File: src/rtl/id_operand_stage.sv
// Decode/operand-fetch stage: decodes IF/ID, forwards operands from EX/MEM/WB,
// detects load-use hazards and registers the result into ID/EX. ID_PERF_CNT_EN adds stall/flush counters.
module id_operand_stage #(
  parameter int XLEN = 32,
  parameter int RA_W = 5
) (
  input  logic            clk,
  input  logic            rstd,
  input  logic            if_valid,
  input  logic [XLEN-1:0] if_pc,
  input  logic [31:0]     if_instr,
  input  logic            flush,
  output logic [RA_W-1:0] rf_addr1,
  output logic [RA_W-1:0] rf_addr2,
  input  logic [XLEN-1:0] rf_data1,
  input  logic [XLEN-1:0] rf_data2,
  input  logic            ex_we,
  input  logic [RA_W-1:0] ex_addr,
  input  logic [XLEN-1:0] ex_data,
  input  logic            mem_we,
  input  logic [RA_W-1:0] mem_addr,
  input  logic [XLEN-1:0] mem_data,
  input  logic            wb_we,
  input  logic [RA_W-1:0] wb_addr,
  input  logic [XLEN-1:0] wb_data,
  output logic            stall,
`ifdef ID_PERF_CNT_EN
  output logic [31:0]     stall_cnt,
  output logic [31:0]     flush_cnt,
`endif
  output logic            id_valid,
  output logic [XLEN-1:0] id_pc,
  output logic [5:0]      id_op,
  output logic [5:0]      id_funct,
  output logic [XLEN-1:0] id_rs_val,
  output logic [XLEN-1:0] id_rt_val,
  output logic [XLEN-1:0] id_imm,
  output logic [RA_W-1:0] id_dest,
  output logic            id_we,
  output logic            id_is_load
);

  localparam logic [5:0] OP_RTYPE = 6'h00;
  localparam logic [5:0] OP_J     = 6'h02;
  localparam logic [5:0] OP_BEQ   = 6'h04;
  localparam logic [5:0] OP_BNE   = 6'h05;
  localparam logic [5:0] OP_LW    = 6'h23;
  localparam logic [5:0] OP_SW    = 6'h2b;

  typedef struct packed {
    logic            valid;
    logic [XLEN-1:0] pc;
    logic [5:0]      op;
    logic [5:0]      funct;
    logic [XLEN-1:0] rs_val;
    logic [XLEN-1:0] rt_val;
    logic [XLEN-1:0] imm;
    logic [RA_W-1:0] dest;
    logic            we;
    logic            is_load;
  } idex_t;

  idex_t           idex_d, idex_q;
  logic [RA_W-1:0] rs_addr, rt_addr, dec_dest;
  logic            dec_uses_rs, dec_uses_rt, dec_is_load;
  logic            ex_fwd_en, hazard;
  logic [XLEN-1:0] rs_fwd, rt_fwd;

  assign rs_addr  = RA_W'(if_instr[25:21]);
  assign rt_addr  = RA_W'(if_instr[20:16]);
  assign rf_addr1 = rs_addr;
  assign rf_addr2 = rt_addr;

  // Stores, branches and jumps keep dest at 0, which also forces we low.
  always_comb begin
    // NOTE: every output gets a default before the case so no path can infer a latch.
    dec_dest    = '0;
    dec_uses_rs = 1'b1;
    dec_uses_rt = 1'b0;
    dec_is_load = 1'b0;
    case (if_instr[31:26])
      OP_RTYPE: begin
        dec_dest    = RA_W'(if_instr[15:11]);
        dec_uses_rt = 1'b1;
      end
      OP_LW: begin
        dec_dest    = rt_addr;
        dec_is_load = 1'b1;
      end
      OP_SW, OP_BEQ, OP_BNE: dec_uses_rt = 1'b1;
      OP_J:                  dec_uses_rs = 1'b0;
      default:               dec_dest    = rt_addr;
    endcase
  end

  // A load sitting in EX has no data yet; its hazard is covered by the stall instead.
  assign ex_fwd_en = ex_we && !idex_q.is_load;

  function automatic logic [XLEN-1:0] fwd_sel(input logic [RA_W-1:0] addr,
                                              input logic [XLEN-1:0] rf_val);
    if (addr == '0)                          return '0;
    else if (ex_fwd_en && ex_addr == addr)   return ex_data;
    else if (mem_we && mem_addr == addr)     return mem_data;
    else if (wb_we && wb_addr == addr)       return wb_data;
    else                                     return rf_val;
  endfunction

  always_comb begin
    rs_fwd = fwd_sel(rs_addr, rf_data1);
    rt_fwd = fwd_sel(rt_addr, rf_data2);
  end

  assign hazard = idex_q.valid && idex_q.is_load && (idex_q.dest != '0) && if_valid &&
                  ((dec_uses_rs && rs_addr == idex_q.dest) ||
                   (dec_uses_rt && rt_addr == idex_q.dest));
  assign stall  = hazard && !flush;

  always_comb begin
    idex_d = '0;
    if (if_valid && !flush && !stall) begin
      idex_d.valid   = 1'b1;
      idex_d.pc      = if_pc;
      idex_d.op      = if_instr[31:26];
      idex_d.funct   = if_instr[5:0];
      idex_d.rs_val  = rs_fwd;
      idex_d.rt_val  = rt_fwd;
      idex_d.imm     = {{(XLEN-16){if_instr[15]}}, if_instr[15:0]};
      idex_d.dest    = dec_dest;
      idex_d.we      = (dec_dest != '0);
      idex_d.is_load = dec_is_load;
    end
  end

  always_ff @(posedge clk or negedge rstd) begin
    // NOTE: non-blocking assignment keeps every flop updating from pre-edge values.
    if (!rstd) idex_q <= '0;
    else       idex_q <= idex_d;
  end

  assign id_valid   = idex_q.valid;
  assign id_pc      = idex_q.pc;
  assign id_op      = idex_q.op;
  assign id_funct   = idex_q.funct;
  assign id_rs_val  = idex_q.rs_val;
  assign id_rt_val  = idex_q.rt_val;
  assign id_imm     = idex_q.imm;
  assign id_dest    = idex_q.dest;
  assign id_we      = idex_q.we;
  assign id_is_load = idex_q.is_load;

`ifdef ID_PERF_CNT_EN
  logic [31:0] stall_cnt_d, stall_cnt_q, flush_cnt_d, flush_cnt_q;

  always_comb begin
    stall_cnt_d = stall_cnt_q + {31'd0, stall};
    flush_cnt_d = flush_cnt_q + {31'd0, flush & if_valid};
  end

  always_ff @(posedge clk or negedge rstd) begin
    if (!rstd) begin
      stall_cnt_q <= '0;
      flush_cnt_q <= '0;
    end else begin
      stall_cnt_q <= stall_cnt_d;
      flush_cnt_q <= flush_cnt_d;
    end
  end

  assign stall_cnt = stall_cnt_q;
  assign flush_cnt = flush_cnt_q;
`endif

endmodule

File: config.mk
export PLATFORM = sky130hd
export DESIGN_NAME = id_operand_stage
export DESIGN_NICKNAME = d
export VERILOG_FILES = /design/src/rtl/id_operand_stage.sv
export SDC_FILE = /design/constraint.sdc
export NUM_CORES = 1
export LEC_CHECK = 0
export BUFFER_PORTS_ARGS = -buffer_cell sky130_fd_sc_hd__buf_2
export CORE_AREA = 4 4 155 157
export CTS_CLUSTER_SIZE = 10
export DETAILED_ROUTE_END_ITERATION = 8
export DIE_AREA = 0 0 159 161
export GPL_ROUTABILITY_DRIVEN = 0
export HOLD_SLACK_MARGIN = 0.1
export SYNTH_ARGS = -nofsm -noshare
export SYNTH_HDL_FRONTEND = slang
export SYNTH_SLANG_ARGS = --single-unit
File: constraint.sdc
create_clock -name clk -period 2.9 [get_ports clk]
set_clock_uncertainty 0.05 [all_clocks]
set_input_delay 0.725 -clock clk [delete_from_list [all_inputs] [get_ports clk]]
set_output_delay 0.725 -clock clk [all_outputs]
set_load 0.01 [all_outputs]
==> flow_summary.ini <==
[outcome]
status = finished with violations
violations = negative setup slack

[sta]
rsz0062_at_grt = yes
holdWs_ns = 0.174
setup_ws_ns = -0.176
drv_slew = 0
slew_headroom = 0.403
fin_crit_ns = 3.08
hold_violations = 0
setup_viol = 1
max_freq_ghz = 0.325
worst_pin_slew_ns = 0.894
period_share = 1.06

[clock_network]
cts_setup_buffers = 0
cts_tree = built
clock_sinks = 126
clk_path_buf_depth = 2
cts_root_buf = clkbuf_16
cts_buffers = 17
cts_hold_buf = 0
clk_pin_slew_ns = 0.06
clk_latency_ns = 0.41
h-tree-depth = 4

[layout]
multi_input_area_mm2 = 0.00282
final_common_cell = buf_2
num_antenna_cells = 0
layout-drive-gt1-share = 0.467
nets = 1275
fin_area_mm2 = 0.00938
area_delta_synth_final_pct = 45.2
final_cell_mix = buf_2 (402), dfrtp_1 (126), nand2_1 (97), and3_1 (55), nor2_1 (33)
regArea_mm2 = 0.00315
fin_cells = 1327
fill_cells = 2317

[logic_synthesis]
ys_seq_area_frac = 0.488
yosysUniqueCellTypes = 36
synth_seq_cells = 126
netlist_area_mm2 = 0.00646
synth_cells = 658
synth_edf_count = 0
yosysWarnings = 0
syn_avg_cell_area_um2 = 9.82
syn_nets = 904
synth_top_flop_cell = dfrtp_1
async_flop_share = 1.00

[setup_path]
r2r_start = id_dest[0]$_DFF_PN0_
r2r_cells = 8
crit_path_max_incr_delay_ns = 0.43
crit_type = in -> out
crit_required_ns = 2.12
start_kind = input port
cp_top_family = compound AO/OA/AOI/OAI gates
r2r-end = id_rt_val[0]$_DFF_PN0_
critPathCaptureType = output port
r2r_setup_slack_ns = 0.28
path_buf_inv = 3
cp_cell_sequence = buf_2, nor2b_1, or4_1, a2111o_1, a221o_2, clkinv_4, buf_6
cp.arrival_ns = 2.30
cp_max_fo = 2
cpMaxStageDelayCell = or4_1

[routing]
viasPerCell = 5.04
drc = 0
drt_wl_total_mm = 26.7
antenna_left = 0
detail_route.wl_per_cell_um = 20.2
drt-pass1-iter-count = 5
num_vias = 6688
drtIter0Drc = 448

[die]
die_h_um = 161
io-pin-count = 405
rows = 55
die_w_um = 159
start_util = 0.287
die-area_mm2 = 0.0256
core_mm2 = 0.0225

[grt]
grt_pass1_wl_mm = 40.7
overflow = 0
grt.total_usage = 0.201
grt_max_degree = 65
antenna_found_initial = 1
grt_pass1_vias = 6921

[placed_design]
dpl_worst_slack_ns = -0.306
portBuffers = 404
dp.cells = 1295
dp_hpwl_mm = 20.6
place_area_mm2 = 0.00881

[power_and_ir_drop]
cellPowerDensity_mw_per_mm2 = 495
vdd_drop_max_uv = 277
p_leak_nw = 5.03
p_total_mw = 4.64

[hold_path]
hold_path_class = in -> async

[run]
max_cap_violations = 0
-- sequential cells by signal (all words and copies together), names as in the netlist --
signal      cells
id_rs_val      32
id_pc          32
id_rt_val      32
id_valid        1
id_op           6
id_is_load      1
id_dest         5
id_we           1
id_imm         16
-- report_power, final --
group,total [mW],leakage [nW],internal [mW],switching [mW]
Sequential,1.86,1.70,1.83,0.0286
Combinational,0.733,3.05,0.344,0.390
Clock,2.05,0.275,1.14,0.911
Total,4.64,5.03,3.32,1.33
-- metrics by stage --
step / utilization / TNS (ns)
after floorplan: - / -0.0997
after global placement: 0.391 / -17.93
after detailed placement: 0.391 / -17.66
after CTS: 0.417 / -0.193
after global routing: 0.417 / -0.221
final: 0.417 / -0.176
-- final cells by class --
class                           count  share of cell area
Inverter                            2             0.00133
Clock inverter                     15              0.0151
Clock buffer                       17              0.0454
Timing Repair Buffer              445               0.263
Tap cell                          285              0.0380
Multi-Input combinational cell    437               0.301
Sequential cell                   126               0.336
-- kinds of logic (layout without fill, tap and decap cells) --
logic type	count (synthesis)	in the layout	share of synthesized area
and+or+nand+nor	223	223	0.164
AOI/OAI and AO/OA	142	142	0.161
DFF	126	126	0.488
buffers and inverters	95	479	0.0825
xor gates and xnor gates	40	40	0.0542
muxes	32	32	0.0496
-- Yosys cell counts (3+ instances only) --
library cell	number	area (um2)
buf_1	3	11.3
buf_2	12	60.1
nor4_1	4	25.0
or4_1	4	30.0
dfrtp_1	126	3150
nand2_1	97	364
and3_1	56	350
a22oi_1	5	37.5
buf_4	33	248
nand3_1	4	20.0
nor2_1	34	128
nand4_1	6	37.5
xnor2_1	20	175
a311o_1	32	320
o22ai_1	32	200
xor2_1	20	175
a21oi_1	32	160
clkbuf_1	40	150
nor3_1	9	45.0
buf_6	5	56.3
a211oi_1	32	240
mux2i_1	32	320
-- how the worst max path moves through the flow --
stage                       startpoint                       to  slack (ns)  depth (start not counted)
after global placement    if_instr[26]  id_rt_val[31]$_DFF_PN0_       -0.29                          9
after CTS                 if_instr[26]                    stall       -0.19                          7
after detailed placement  if_instr[26]  id_rt_val[30]$_DFF_PN0_       -0.31                          9
after floorplan           if_instr[26]                    stall        -0.1                          6
final                     if_instr[26]                    stall       -0.18                          7
after global routing      if_instr[26]                    stall       -0.22                          7
-- routing by layer --
metal | routed length [um] | GRT usage
met1 | 11000 | 0.255
met2 | 13400 | 0.346
met3 | 1860 | 0.0454
met4 | 461 | 0.0556
met5 | 13 | 0
-- repair_timing --
action | 4_1_cts | 5_1_grt
pin swaps | 1 | 0
endpoints found under the setup margin | 1 | 1
gates resized for setup | 1 | 1
Power figures use the tool's default switching activity.
